===== src/rtl/button_debouncer_pkg.sv =====
// rtl/button_debouncer_pkg.sv - shared helpers for the button debouncer
package button_debouncer_pkg;

    // Map a synchronised pin level onto "1 = pressed"
    function automatic logic normalise_level(input logic pin_level, input bit active_low);
        return active_low ? ~pin_level : pin_level;
    endfunction

    // Raw pin level that corresponds to a released button
    function automatic logic released_pin_level(input bit active_low);
        return active_low ? 1'b1 : 1'b0;
    endfunction

endpackage


===== src/rtl/button_debouncer_channel.sv =====
// rtl/button_debouncer_channel.sv - synchroniser, debounce, strobes and hold for one input
module button_debouncer_channel
    import button_debouncer_pkg::*;
#(
    parameter int DEBOUNCE_CYCLES = 65536,
    parameter int HOLD_CYCLES     = 16777216,
    parameter bit ACTIVE_LOW      = 1'b1
) (
    input  logic clk,
    input  logic rst,
    input  logic btn_in,
    output logic btn_state,
    output logic btn_press,
    output logic btn_release,
    output logic btn_hold
);

    localparam int DW = $clog2(DEBOUNCE_CYCLES);
    localparam int HW = $clog2(HOLD_CYCLES);
    localparam logic [DW-1:0] DEB_LAST  = DW'(DEBOUNCE_CYCLES - 1);
    localparam logic [HW-1:0] HOLD_LAST = HW'(HOLD_CYCLES - 1);
    localparam logic [HW-1:0] HOLD_ARM  = HW'(HOLD_CYCLES - 2);
    localparam logic PIN_RELEASED = released_pin_level(ACTIVE_LOW);

    logic          sync_q1;
    logic          sync_q2;
    logic          level;
    logic [DW-1:0] deb_cnt;
    logic [HW-1:0] hold_cnt;
    logic          accept;

    // Two-flop synchroniser; reset to the released pin level so reset exit looks idle
    always_ff @(posedge clk) begin
        if (rst) begin
            sync_q1 <= PIN_RELEASED;
            sync_q2 <= PIN_RELEASED;
        end else begin
            sync_q1 <= btn_in;
            sync_q2 <= sync_q1;
        end
    end

    assign level  = normalise_level(sync_q2, ACTIVE_LOW);
    assign accept = (level != btn_state) && (deb_cnt == DEB_LAST);

    // Debounce: count consecutive differing cycles, any agreeing cycle restarts the count
    always_ff @(posedge clk) begin
        if (rst) begin
            deb_cnt     <= '0;
            btn_state   <= 1'b0;
            btn_press   <= 1'b0;
            btn_release <= 1'b0;
        end else begin
            btn_press   <= 1'b0;
            btn_release <= 1'b0;
            if (level == btn_state) begin
                deb_cnt <= '0;
            end else if (deb_cnt == DEB_LAST) begin
                deb_cnt     <= '0;
                btn_state   <= level;
                btn_press   <= level;
                btn_release <= ~level;
            end else begin
                deb_cnt <= deb_cnt + 1'b1;
            end
        end
    end

    // Long-hold: saturating count while pressed; cleared together with the release strobe
    always_ff @(posedge clk) begin
        if (rst) begin
            hold_cnt <= '0;
            btn_hold <= 1'b0;
        end else if (accept && !level) begin
            hold_cnt <= '0;
            btn_hold <= 1'b0;
        end else if (btn_state) begin
            if (hold_cnt != HOLD_LAST) begin
                hold_cnt <= hold_cnt + 1'b1;
                if (hold_cnt == HOLD_ARM) begin
                    btn_hold <= 1'b1;
                end
            end
        end
    end

endmodule


===== src/rtl/button_debouncer.sv =====
// rtl/button_debouncer.sv - multi-channel push-button debouncer with press/release/hold outputs
module button_debouncer #(
    parameter int WIDTH           = 4,
    parameter int DEBOUNCE_CYCLES = 65536,
    parameter int HOLD_CYCLES     = 16777216,
    parameter bit ACTIVE_LOW      = 1'b1
) (
    input  logic             clk,
    input  logic             rst,
    input  logic [WIDTH-1:0] btn_in,
    output logic [WIDTH-1:0] btn_state,
    output logic [WIDTH-1:0] btn_press,
    output logic [WIDTH-1:0] btn_release,
    output logic [WIDTH-1:0] btn_hold
);

    // Channels share nothing but the clock and reset
    for (genvar i = 0; i < WIDTH; i++) begin : g_chan
        button_debouncer_channel #(
            .DEBOUNCE_CYCLES (DEBOUNCE_CYCLES),
            .HOLD_CYCLES     (HOLD_CYCLES),
            .ACTIVE_LOW      (ACTIVE_LOW)
        ) u_chan (
            .clk         (clk),
            .rst         (rst),
            .btn_in      (btn_in[i]),
            .btn_state   (btn_state[i]),
            .btn_press   (btn_press[i]),
            .btn_release (btn_release[i]),
            .btn_hold    (btn_hold[i])
        );
    end

endmodule


===== config.mk =====
export PLATFORM = sky130hd
export DESIGN_NAME = button_debouncer
export DESIGN_NICKNAME = d
export VERILOG_FILES = /design/src/rtl/button_debouncer_pkg.sv /design/src/rtl/button_debouncer_channel.sv /design/src/rtl/button_debouncer.sv
export SDC_FILE = /design/constraint.sdc
export NUM_CORES = 1
export LEC_CHECK = 0
export ABC_AREA = 1
export CAP_MARGIN = 25
export CORE_ASPECT_RATIO = 1.1
export CORE_MARGIN = 2
export CORE_UTILIZATION = 42
export CTS_BUF_LIST = sky130_fd_sc_hd__clkbuf_4 sky130_fd_sc_hd__clkbuf_8 sky130_fd_sc_hd__clkbuf_16
export CTS_CLUSTER_SIZE = 8
export DETAILED_ROUTE_END_ITERATION = 10
export GPL_ROUTABILITY_DRIVEN = 1
export PLACE_DENSITY = 0.69
export SLEW_MARGIN = 20
export SYNTH_ARGS = -nofsm -noshare
export SYNTH_HDL_FRONTEND = slang
export SYNTH_HIERARCHICAL = 1
export SYNTH_SLANG_ARGS = --single-unit
export TNS_END_PERCENT = 30

===== constraint.sdc =====
create_clock -name clk -period 2.2 [get_ports clk]
set_input_delay 0.44 -clock clk [delete_from_list [all_inputs] [get_ports clk]]
set_output_delay 0.44 -clock clk [all_outputs]
set_load 0.005 [all_outputs]

* After elaboration in Yosys (flattened, before gate mapping)
Index checks and enable logic that the tools add are counted.
** Word-level totals
- Output and inout port bits :: 16
- Register bits :: 184
- Input bits :: 6
** Operators by class
- Bitwise logic cells :: 12
- Equal/unequal tests :: 20
- Reduce and logical (&&, ||, !) cells :: 32
- Add/sub/neg operators :: 8
** Operators by type and width (count)
- adder 24 x 1 -> 24 bit (second input constant) :: 4
- == test 24 bit (second input constant) :: 4
- inequality test 24 bit (second input constant) :: 4
- adder 16 x 1 -> 16 bit (second input constant) :: 4
- == test 16 bit (second input constant) :: 4
- OR reduction 3 bit :: 8
- AND reduction 2 bit :: 8
- NOT 1 bit :: 12
- AND reduction 3 bit :: 4
- logical AND 1 bit :: 8
- OR reduction 2 bit :: 4
- == test 1 bit :: 4
- inequality test 1 bit :: 4

* Longest topological paths before layout
- Depth in word-level cells :: 5
- Depth in mapped cells :: 11

* By module
The synthesis kept the hierarchy.
** By module, submodules not included
- button_debouncer_channel (g_chan[0].u_chan ...) :: cells an instance 352, area an instance 2422.3 um2, sequential area each 920.9 um2, times used 3
- button_debouncer_channel (g_chan[3].u_chan) :: cells an instance 353, area an instance 2489.9 um2, sequential area each 920.9 um2, times used 1

* Worst setup path before layout
No wires, ideal clock.
- Path type :: reg2reg
- From :: register g_chan[3].u_chan.hold_cnt[1]
- To :: register g_chan[3].u_chan.hold_cnt[19]
- Arrival time :: 1479 ps
- Path slack :: 607 ps
- Cell stages (with the launch flop) :: 10
- Required time :: 2087 ps
- Buffers on the path :: 1
- Setup time :: 113 ps
- Period minus slack after synthesis :: 1593 ps
- Path through :: dfxtp_1 -> ha_1 -> inv_4 -> nor2_4 -> nand2_4 -> o21ai_2 -> nand2_2 -> buf_6 -> a21oi_2 -> nor2_1
** Between the ends
- Cells in the longest elaborated chain, start to end :: 2
- Elaborated cells between the ends (all ways) :: 3
** Ends and longest elaborated chain
- from (decl) :: RTL line button_debouncer_channel.sv:29 : logic [HW-1:0] hold_cnt;
- from (signal assigned) :: RTL line button_debouncer_channel.sv:79 : hold_cnt <= hold_cnt + 1'b1;
- branches (longest 2 deep; another with adder 24 x 1 -> 24 bit)
Parallel ways; which one is timed is not known.
A chain may end at the register's enable or synchronous reset.

* Final worst setup path
- From :: register g_chan[3].u_chan.btn_state
- To :: output btn_state[3]
** RTL lines
- from (decl) :: RTL line button_debouncer_channel.sv:12 : output logic btn_state,
- from (signal assigned) :: RTL line button_debouncer_channel.sv:60 : btn_state <= level;
- to (decl) :: RTL line button_debouncer.sv:11 : output logic [WIDTH-1:0] btn_state,
No word-level cell between the ends.

==> results.cfg <==
[timing]
hold_ws_ns = 0.415
final.min_clock_period_ns = 1.99
slew_headroom_pct = 65.7
slew_viol_final = 0
finalSetupViolCount = 0
setup-tns-final_ns = 0
fmax_mhz = 504
period_share_pct = 90.2
fin_skew_ns = 0.0135
rsz0062_at_grt = false
finalHoldViolations = 0
tightest_slew_ns = 0.512

[synthesis]
netlist_area_mm2 = 0.00976
syn_avg_cell_area_um2 = 6.92
synth_warnings = 6
synthCells = 1409
ys_types = 35
syn-num-nets = 1427
synth_seq_cells = 184
seq_area_frac_synth_pct = 37.8

[place]
place_hpwl_um = 13200
routabilityCongestion = 0.799
port_buffers = 21

[cts]
cts.sinks = 184
holdBufCountCts = 0
clkTransAtPathRegs_ns = 0.07
cts_root_buf = clkbuf_16
cts_buffers = 17
cts_tree = yes
clockBufferDepth = 2
cts_resized = 0
htreeDepth = 4
post-cts-setup-buffers = 0
clkLatencyLatePin_ns = 0.43

[floorplanning]
dieHeight_um = 164
placementRows = 58
initial_utilization_pct = 42.7
coreArea_mm2 = 0.0229
die_area_mm2 = 0.0245
die_width_um = 149
ios = 22

[finish]
mostFrequentLayoutCells = nand2_1, nor2_1, dfxtp_1, inv_1, a21oi_1
antenna_cells = 0
multi_input_area_mm2 = 0.00530
drive_gt1_share_pct = 11.5
num-nets-final = 1453
area_growth_pct = 10.6
layout_commonest_cell = nand2_1
fillers = 2275
seq_area_mm2 = 0.00368

[route]
avgViaCountPerCell = 4.75
drc = 0
firstDrtPassIters = 4
wl_um = 18300
post_drt_wl_per_cell_um = 10.4
drt_iter0_drc = 368
vias = 8296
antenna_left = 0

[power_and_ir_drop]
p_switching_uw = 1390
intPower_uw = 5120
p_seq_share_pct = 51.3
p_sw_share_pct = 21.4
pwr-share-comb_pct = 1.6
vdd_drop_max_uv = 496
clockPowerShare_pct = 47.0
p_leak_uw = 0.00397
p_per_area_mw_per_mm2 = 604

[critical_path]
critPathMaxStageDelay_ns = 0.58
crit_path_cell_trace = clkdlybuf4s50_1
r2r_slack_ns = 0.31
critPathRequiredTime_ns = 1.76
cp-start-kind = register
crit_slowest_cell = clkdlybuf4s50_1
cp.arrival_ns = 1.55
crit_buf_inv = 1
crit_path_end_kind = output pin
path_delay_family = buffers and inverters
critPathKind = register to output pin
worstPathMaxFanout = 8

[global_routing]
grt_pass1_wl_um = 32800
grt_pass1_vias = 7739
grt_usage_pct = 15.8
antenna_found_initial = 0
grt-ovfl-total = 0
grt_max_degree = 29

[status]
status = finished, final reports clean

[job]
maxCapViolations = 0

[min_path]
holdCritPathClass = register to register
cell usage after synthesis:
cell type / instances / area (µm²)
nand2_1: 415 / 1560
nor2_1: 199 / 747
dfxtp_1: 184 / 3680
inv_1: 137 / 514
a21oi_1: 75 / 375
nand3_1: 74 / 370
nor3_1: 34 / 170
a21oi_2: 33 / 289
nand4_1: 33 / 206
xnor2_1: 32 / 280
o21ai_0: 29 / 145
nand2_2: 23 / 144
xor2_1: 22 / 193
nor2_4: 15 / 169
or2_2: 14 / 87.6
nand2_4: 13 / 146
ha_1: 12 / 150
nor2_2: 10 / 62.6
buf_6: 8 / 90.1
buf_4: 7 / 52.6
inv_2: 6 / 22.5
nand3b_1: 5 / 37.5
o21ai_2: 5 / 43.8
buf_2: 4 / 20.0
nor3b_1: 4 / 30.0
and2_1: 3 / 18.8
buf_8: 3 / 45.0
nor3_2: 3 / 30.0
a31oi_1: 1 / 6.26
buf_12: 1 / 20.0
inv_4: 1 / 6.26
nand3_2: 1 / 10.0
nor2_8: 1 / 20.0
or2_1: 1 / 6.26
or3_1: 1 / 6.26
power by group through the flow:
stage               Combinational, µW  Clock [µW]  Sequential [µW]
floorplan                        75.8           0             3420
global placement                  107           0             3420
detailed placement                109           0             3420
CTS                               109        3150             3340
global route                      120        3290             3340
finish                            107        3060             3340
metrics by stage:
stage	utilization, %	total power, µW	worst slack (ns)	std cells	area (µm²)
floorplan	-	3490	0.607	1409	9760
global placement	44.6	3530	0.291	1716	10200
global route	47.2	6750	0.0447	1748	10800
detailed placement	44.6	3530	0.264	1716	10200
CTS	47.2	6600	0.192	1748	10800
finish	47.2	6510	0.215	1748	10800
flip-flops by register name, indices dropped and copies added (netlist names):
| register | flops |
|---|---|
| g_chan.u_chan/sync_q1 | 4 |
| g_chan.u_chan/hold_cnt | 96 |
| g_chan.u_chan/sync_q2 | 4 |
| g_chan.u_chan/btn_press | 4 |
| g_chan.u_chan/btn_release | 4 |
| g_chan.u_chan/deb_cnt | 64 |
| g_chan.u_chan/btn_state | 4 |
| g_chan.u_chan/btn_hold | 4 |
layout make-up:
| cell class | count | area share (%) |
|---|---|---|
| clock buffers | 20 | 4.21 |
| repair buffers | 30 | 2.69 |
| clock inverters | 12 | 1.29 |
| inverters | 144 | 5.03 |
| flip-flops and latches | 184 | 34.1 |
| multi-input cells | 1058 | 49.2 |
| well taps | 300 | 3.48 |
worst paths after layout:
check,endpoint,from,depth (start not counted)
worst max register to register,g_chan[3].u_chan/hold_cnt[23]$_SDFFE_PP0P_,g_chan[3].u_chan/hold_cnt[1]$_SDFFE_PP0P_,8
worst min-delay path,g_chan[1].u_chan/sync_q2$_SDFF_PP1_,g_chan[1].u_chan/sync_q1$_SDFF_PP1_,1
worst min register to register,g_chan[1].u_chan/sync_q2$_SDFF_PP1_,g_chan[1].u_chan/sync_q1$_SDFF_PP1_,1
worst max-delay path,btn_state[3],g_chan[3].u_chan/btn_state$_SDFFE_PP0P_,1
layer usage:
metal	track usage (%)	part of all wire, %	vias to the layer above
li1	-	-	4507
met1	19.1	49	3707
met2	28.3	47	65
met3	2.92	2.1	17
met4	5.02	1.4	0
met5	0	0	-
logic make-up (layout without fill, tap and decap cells):
kind of cell,Yosys count,in the layout,synth area share [%]
buffers and inverters,167,206,7.90
adders and majority gates,12,12,1.54
AOI/OAI and AO/OA,143,143,8.81
and+or+nand+nor,849,849,39.2
xor gates and xnor gates,54,54,4.85
DFF,184,184,37.8
Note: power is estimated with default switching activity, not from simulation.
